## src/rtl/nibble_serial_adder_pkg.sv

```systemverilog
// Shared types and constants for the nibble-serial adder.
// Provides the sequencer state enum, the nibble width and a helper that sizes the slice index.
// Contents: state_t, NIBBLE, idx_width().
package nsa_pkg;

    localparam int NIBBLE = 4;

    typedef enum logic [1:0] {
        IDLE = 2'd0,
        RUN  = 2'd1,
        DONE = 2'd2
    } state_t;

    // Index register width: clog2 of the slice count, never narrower than one bit.
    function automatic int idx_width(input int nslice);
        return (nslice <= 1) ? 1 : $clog2(nslice);
    endfunction

endpackage

```

## src/rtl/nibble_serial_adder_cla2.sv

```systemverilog
// CLA2: 4-bit carry-lookahead slice driven from bitline compute results.
// Ports: bl (A&B per bit), blb (~(A|B) per bit), cin -> sum nibble, cout.
// Purely combinational; generate = BL, propagate = neither BL nor BLB set.
module nibble_serial_adder_cla2
    import nsa_pkg::*;
(
    input  logic [NIBBLE-1:0] bl,
    input  logic [NIBBLE-1:0] blb,
    input  logic              cin,
    output logic [NIBBLE-1:0] sum,
    output logic              cout
);

    logic [NIBBLE-1:0] g;
    logic [NIBBLE-1:0] p;
    logic [NIBBLE:0]   c;

    // With BL=A&B and BLB=~(A|B), a bit propagates exactly when A^B.
    assign g = bl;
    assign p = ~(bl | blb);

    assign c[0] = cin;
    assign c[1] = g[0] | (p[0] & c[0]);
    assign c[2] = g[1] | (p[1] & g[0]) | (p[1] & p[0] & c[0]);
    assign c[3] = g[2] | (p[2] & g[1]) | (p[2] & p[1] & g[0])
                | (p[2] & p[1] & p[0] & c[0]);
    assign c[4] = g[3] | (p[3] & g[2]) | (p[3] & p[2] & g[1])
                | (p[3] & p[2] & p[1] & g[0])
                | (p[3] & p[2] & p[1] & p[0] & c[0]);

    assign sum  = p ^ c[NIBBLE-1:0];
    assign cout = c[NIBBLE];

endmodule

```

## src/rtl/nibble_serial_adder.sv

```systemverilog
// Nibble-serial adder: accepts two WIDTH-bit operands, adds one nibble per cycle through
// a CLA2 slice with a registered carry, and returns {cout_o,sum_o} after WIDTH/4 cycles.
// Ports: clk/rst (async high), in_valid/in_ready/a_i/b_i/cin_i in, out_valid/out_ready/sum_o/cout_o out, busy_o.
// Optional: define NSA_SUBTRACT_EN to add sub_i (a - b via inverted B and forced carry-in).
module nibble_serial_adder
    import nsa_pkg::*;
#(
    parameter int WIDTH = 16
) (
    input  logic             clk,
    input  logic             rst,
    input  logic             in_valid,
    output logic             in_ready,
    input  logic [WIDTH-1:0] a_i,
    input  logic [WIDTH-1:0] b_i,
    input  logic             cin_i,
`ifdef NSA_SUBTRACT_EN
    input  logic             sub_i,
`endif
    output logic             out_valid,
    input  logic             out_ready,
    output logic [WIDTH-1:0] sum_o,
    output logic             cout_o,
    output logic             busy_o
);

    localparam int NSLICE = WIDTH / NIBBLE;
    localparam int IW     = idx_width(NSLICE);
    localparam logic [IW-1:0] LAST = IW'(NSLICE - 1);

    generate
        if ((WIDTH % NIBBLE) != 0 || WIDTH < NIBBLE) begin : g_bad_width
            $error("nibble_serial_adder: WIDTH must be a non-zero multiple of 4");
        end
    endgenerate

    state_t state_q, state_d;

    logic [NSLICE-1:0][NIBBLE-1:0] a_q, b_q, sum_q;
    logic                          carry_q;
    logic [IW-1:0]                 idx_q;

    logic accept, step;

    logic [WIDTH-1:0] b_load;
    logic             c_load;

`ifdef NSA_SUBTRACT_EN
    // Subtraction as a + ~b + 1: cin_i is irrelevant in that mode.
    assign b_load = sub_i ? ~b_i : b_i;
    assign c_load = sub_i ? 1'b1 : cin_i;
`else
    assign b_load = b_i;
    assign c_load = cin_i;
`endif

    // Bitline emulation for the current nibble.
    logic [NIBBLE-1:0] nib_a, nib_b, bl, blb, slice_sum;
    logic              slice_cout;

    assign nib_a = a_q[idx_q];
    assign nib_b = b_q[idx_q];
    assign bl    = nib_a & nib_b;
    assign blb   = ~(nib_a | nib_b);

    nibble_serial_adder_cla2 u_cla2 (
        .bl   (bl),
        .blb  (blb),
        .cin  (carry_q),
        .sum  (slice_sum),
        .cout (slice_cout)
    );

    always_ff @(posedge clk or posedge rst) begin
        if (rst) begin
            state_q <= IDLE;
        end else begin
            state_q <= state_d;
        end
    end

    always_comb begin
        state_d   = state_q;
        in_ready  = 1'b0;
        out_valid = 1'b0;
        busy_o    = 1'b0;
        accept    = 1'b0;
        step      = 1'b0;
        case (state_q)
            IDLE: begin
                in_ready = 1'b1;
                if (in_valid) begin
                    accept  = 1'b1;
                    state_d = RUN;
                end
            end
            RUN: begin
                busy_o = 1'b1;
                step   = 1'b1;
                if (idx_q == LAST) begin
                    state_d = DONE;
                end
            end
            DONE: begin
                busy_o    = 1'b1;
                out_valid = 1'b1;
                if (out_ready) begin
                    state_d = IDLE;
                end
            end
            default: state_d = IDLE;
        endcase
    end

    always_ff @(posedge clk or posedge rst) begin
        if (rst) begin
            a_q     <= '0;
            b_q     <= '0;
            sum_q   <= '0;
            carry_q <= 1'b0;
            idx_q   <= '0;
        end else if (accept) begin
            a_q     <= a_i;
            b_q     <= b_load;
            sum_q   <= '0;
            carry_q <= c_load;
            idx_q   <= '0;
        end else if (step) begin
            sum_q[idx_q] <= slice_sum;
            carry_q      <= slice_cout;
            // Index parks on the last slice instead of wrapping.
            if (idx_q != LAST) begin
                idx_q <= idx_q + 1'b1;
            end
        end
    end

    assign sum_o  = sum_q;
    assign cout_o = carry_q;

endmodule

```

## config.mk

```make
export PLATFORM = sky130hd
export DESIGN_NAME = nibble_serial_adder
export DESIGN_NICKNAME = d
export VERILOG_FILES = /design/src/rtl/nibble_serial_adder_pkg.sv /design/src/rtl/nibble_serial_adder_cla2.sv /design/src/rtl/nibble_serial_adder.sv
export SDC_FILE = /design/constraint.sdc
export NUM_CORES = 1
export LEC_CHECK = 0
export CAP_MARGIN = 10
export CORE_ASPECT_RATIO = 1.5
export CORE_UTILIZATION = 45
export DETAILED_ROUTE_END_ITERATION = 7
export GPL_ROUTABILITY_DRIVEN = 0
export PLACE_DENSITY = 0.72
export SYNTH_ARGS = -nofsm -noshare
export SYNTH_HDL_FRONTEND = slang
export SYNTH_SLANG_ARGS = --single-unit
```

## constraint.sdc

```tcl
create_clock -name clk -period 3.1 [get_ports clk]
set_input_delay 0.62 -clock clk [delete_from_list [all_inputs] [get_ports clk]]
set_output_delay 0.62 -clock clk [all_outputs]
set_load 0.01 [all_outputs]
```

==> summary.md <==
| Metric | Value |
|---|---|
| Outcome | `finished, final reports clean` |
| Layout cells sized above 1 | `0.07576` |
| NetSw | `approximately 1.4 mW` |
| Routed len/inst | `13.07 µm` |
| Seq pwr share | `0.353` |
| CP required | `between 3 and 4 ns` |
| Fin. Hold Viols | `0` |
| Top FF cell, synth | `dfrtp_1` |
| Adder-cell share of the synthesized area | `0.06043` |
| Ant. Diodes | `0` |
| TNS Setup | `0 ns` |
| Synth async-reset ratio | `1.000` |
| Crit Path Category | `flop to flop` |
| Endpoints failing setup | `0` |
| Worst Setup SP | `idx_q[0]$_DFFE_PP0P_` |
| Worst ir drop on vdd | `396.4 µV` |
| Min Clock Period, post-route | `2.687 ns` |
| First-pass GRT wire length | `8776 µm` |
| Crit. End Element | `flop` |
| Clk sink count | `53` |
| Worst R2R Setup Slack | `0.41 ns` |
| Post-synthesis mux area share | `0.07290` |
| Drt initial violations | `114` |
| CP max-delay cell | `dfrtp_1` |
| Cell with the most instances after synthesis | `nand2_1` |
| Die Y-Extent | `95.25 µm` |
| Register area | `0.001326 mm²` |
| Clock Skew | `approximately 0.0054 ns` |
| Die Footprint | `0.006112 mm²` |
| Drt drc | `0` |
| EDFF count, synth | `0` |
| CTS tree | `done` |
| Clock share of power | `0.128` |
| Drt first pass iters | `4` |
| Pre-CTS WS | `0.3943 ns` |
| Post-synth top area share | `0.5084` |
| Largest net degree at the start of global routing | `54` |
| Count of cell types in the netlist | `33` |
| Filler cells | `507` |
| Hold Path Class | `flop to flop` |
| Register clock-pin slew on the reported worst setup and hold paths | `0.09 ns` |
| Hpwl dp | `just under 4000 µm` |
| MaxCap Viol Count | `0` |
| CP Max Fanout | `13` |
| Site row count | `33` |
| Worst reg2reg path depth | `6` |
| Total CTS buffers | `5` |
| ANT nets after route | `0` |
| Post-Synth XOR/XNOR Area | `0.006715` |
| Longest Clk Path Bufs | `2` |
| Worst path arrival time | `2.88 ns` |
| Worst Tran Pin Value | `0.6035 ns` |
| Worst Setup EP | `sum_o[11]$_DFFE_PP0P_` |
| Multi-input gate area | `0.001169 mm²` |
| Syn_nets | `326` |
| Vias after detailed routing | `2052` |
| Syn Std Cell Area | `around 0.0026 mm²` |
| Unrepaired setup endpoints after global routing | `false` |
| CTS Hold Bufs | `0` |
| Syn Area/Cell | `9.418 µm²` |
| I/O pin total | `57` |
| Share of the yosys chip area belonging to registers | `0.5084` |
| Startpoint types | `flop` |
| Post-CTS Repair Setup Buffers | `0` |
| Final #Nets | `378` |
| Gr usage total | `0.1890` |
| Hold_ws | `roughly 0.48 ns` |
| Sw frac | `0.4133` |
| Critical path cell sequence | `mux4_2, ha_1, a211oi_1, or3b_4, nor4_1, a211o_1` |
| CORE AREA | `around 0.0055 mm²` |
| Fmax | `between 0.3 and 0.4 GHz` |
| Vias in the first global route | `approximately 1900` |
| Synth Area in Compound Gates | `0.09065` |
| H-tree lvl count | `2` |
| Cells after Synth | `between 200 and 300` |
| WP depth | `6` |
| Resized cells post-CTS | `0` |
| Vias/cell | `5.130` |
| Simple-gate portion of the synthesized area | `0.2168` |
| Crit path max-delay family | `flip-flops` |
| Starting density of the core | `0.4715` |
| Worst Path Buf+Inv | `0` |
| P per Cell Area | `1020 mW/mm²` |
| Clock Latency Late Sink | `~0.31 ns` |
| Crit Reg-Reg Endpoint | `sum_o[11]$_DFFE_PP0P_` |
| Largest area contributor in the netlist | `dfrtp_1` |
| Commonest cells in the netlist | `nand2_1, dfrtp_1, nor2_1` |
| Internal | `approximately 2.0 mW` |
| Area grow syn2layout | `27.87%` |
| Ranking of synthesized cells by area | `dfrtp_1, nand2_1, mux4_2, ha_1, nor2_1` |
| Final setup margin | `0.4135 ns` |
| Slew headroom | `0.5976` |
| Routed wire length | `5227 µm` |
| Clk root buf | `clkbuf_8` |
| Yosys reg bits | `between 50 and 60` |
| Port bufs | `56` |
| Critical Path Max Stage Delay | `0.74 ns` |
| Die W | `64.17 µm` |
| Origin of the critical flop-to-flop path | `idx_q[0]$_DFFE_PP0P_` |
| Pleak | `1.611 nW` |
| Logic gate share of total power | `0.519` |
| Slew Limit Fails | `0` |
| Global route overflow | `0` |
| Initial antenna violation count | `0` |
| Final Cycle Share | `0.8666` |
| Synth warn | `0` |
| Largest family of logic cells by synthesized area | `simple AND/OR/NAND/NOR gates` |
-- routing by layer --
metal,global-route usage,wire (µm),vias up,part of all wire
li1,-,-,1017,-
met1,0.2305,2186,978,0.42
met2,0.3342,2786,49,0.53
met3,0.03349,156,8,0.030
met4,0.06852,97,0,0.019
met5,0,0,-,0
-- registers in the layout, summed over array words and instances (netlist names) --
name	count
state_q	2
a_q	16
b_q	16
cout_o	1
idx_q	2
sum_o	16
-- worst register-to-register path, cell delays in order, from the launching register on --
cell	delay (ns)
dfrtp_1	0.74
mux4_2	0.60
ha_1	0.30
a211oi_1	0.30
or3b_4	0.29
nor4_1	0.08
a211o_1	0.27
-- through the flow --
step | area [µm²] | utilization | power [mW] | std cells
6_report | 3336 | 0.6029 | 3.403 | 400
5_1_grt | 3336 | 0.6029 | 3.685 | 400
4_1_cts | 3336 | 0.6029 | 3.439 | 400
3_5_place_dp | 3231 | 0.5839 | 3.000 | 392
3_3_place_gp | 3231 | 0.5839 | 2.944 | 392
2_1_floorplan | 2609 | - | 2.448 | 277
-- worst min-delay path by stage --
stage	start	end	slack, ns	depth (start not counted)
after floorplan	a_q[11]$_DFFE_PP0P_	a_q[11]$_DFFE_PP0P_	0.44	2
after global placement	b_q[7]$_DFFE_PP0P_	b_q[7]$_DFFE_PP0P_	0.45	2
after detailed placement	b_q[9]$_DFFE_PP0P_	b_q[9]$_DFFE_PP0P_	0.46	2
after CTS	b_q[9]$_DFFE_PP0P_	b_q[9]$_DFFE_PP0P_	0.48	2
after global routing	a_q[3]$_DFFE_PP0P_	a_q[3]$_DFFE_PP0P_	0.51	2
final	b_q[11]$_DFFE_PP0P_	b_q[11]$_DFFE_PP0P_	0.48	2
-- power by group through the flow --
stage               Combinational (mW)  Sequential, mW  Clock (mW)
floorplan                         1.29            1.16           0
global placement                  1.73            1.22           0
detailed placement                1.78            1.22           0
CTS                               1.78            1.21       0.445
global route                      1.97            1.25       0.472
finish                            1.77            1.20       0.436
-- layout make-up --
cell class	instances	share of cell area
tap	70	0.02626
inverter	12	0.01350
clock buffer	7	0.02888
sequential	53	0.3976
clock inverter	1	0.002626
multi-input combinational	197	0.3503
timing repair buffer	60	0.1808
-- placed cells by master (no fill, tap or decap), types with 2 or more instances in the layout --
master | synthesis | layout
dfrtp_1 | 53 | 53
nand2_1 | 103 | 103
a211o_1 | 4 | 4
buf_4 | 0 | 3
ha_1 | 11 | 11
nor3_1 | 5 | 5
nor4_1 | 3 | 3
clkdlybuf4s50_1 | 0 | 56
mux4_2 | 8 | 8
clkbuf_8 | 0 | 7
a32o_1 | 8 | 8
inv_2 | 1 | 2
nor2_1 | 26 | 26
a21oi_1 | 13 | 13
inv_1 | 10 | 9
-- cells by family (layout without fill, tap and decap cells) --
family,count (synthesis),after routing
fa+ha+maj,12,12
flops,53,53
simple gates,141,141
buf+inv,27,80
mux,9,9
xor+xnor,2,2
compound gates,33,33
Power figures use the tool's default switching activity.
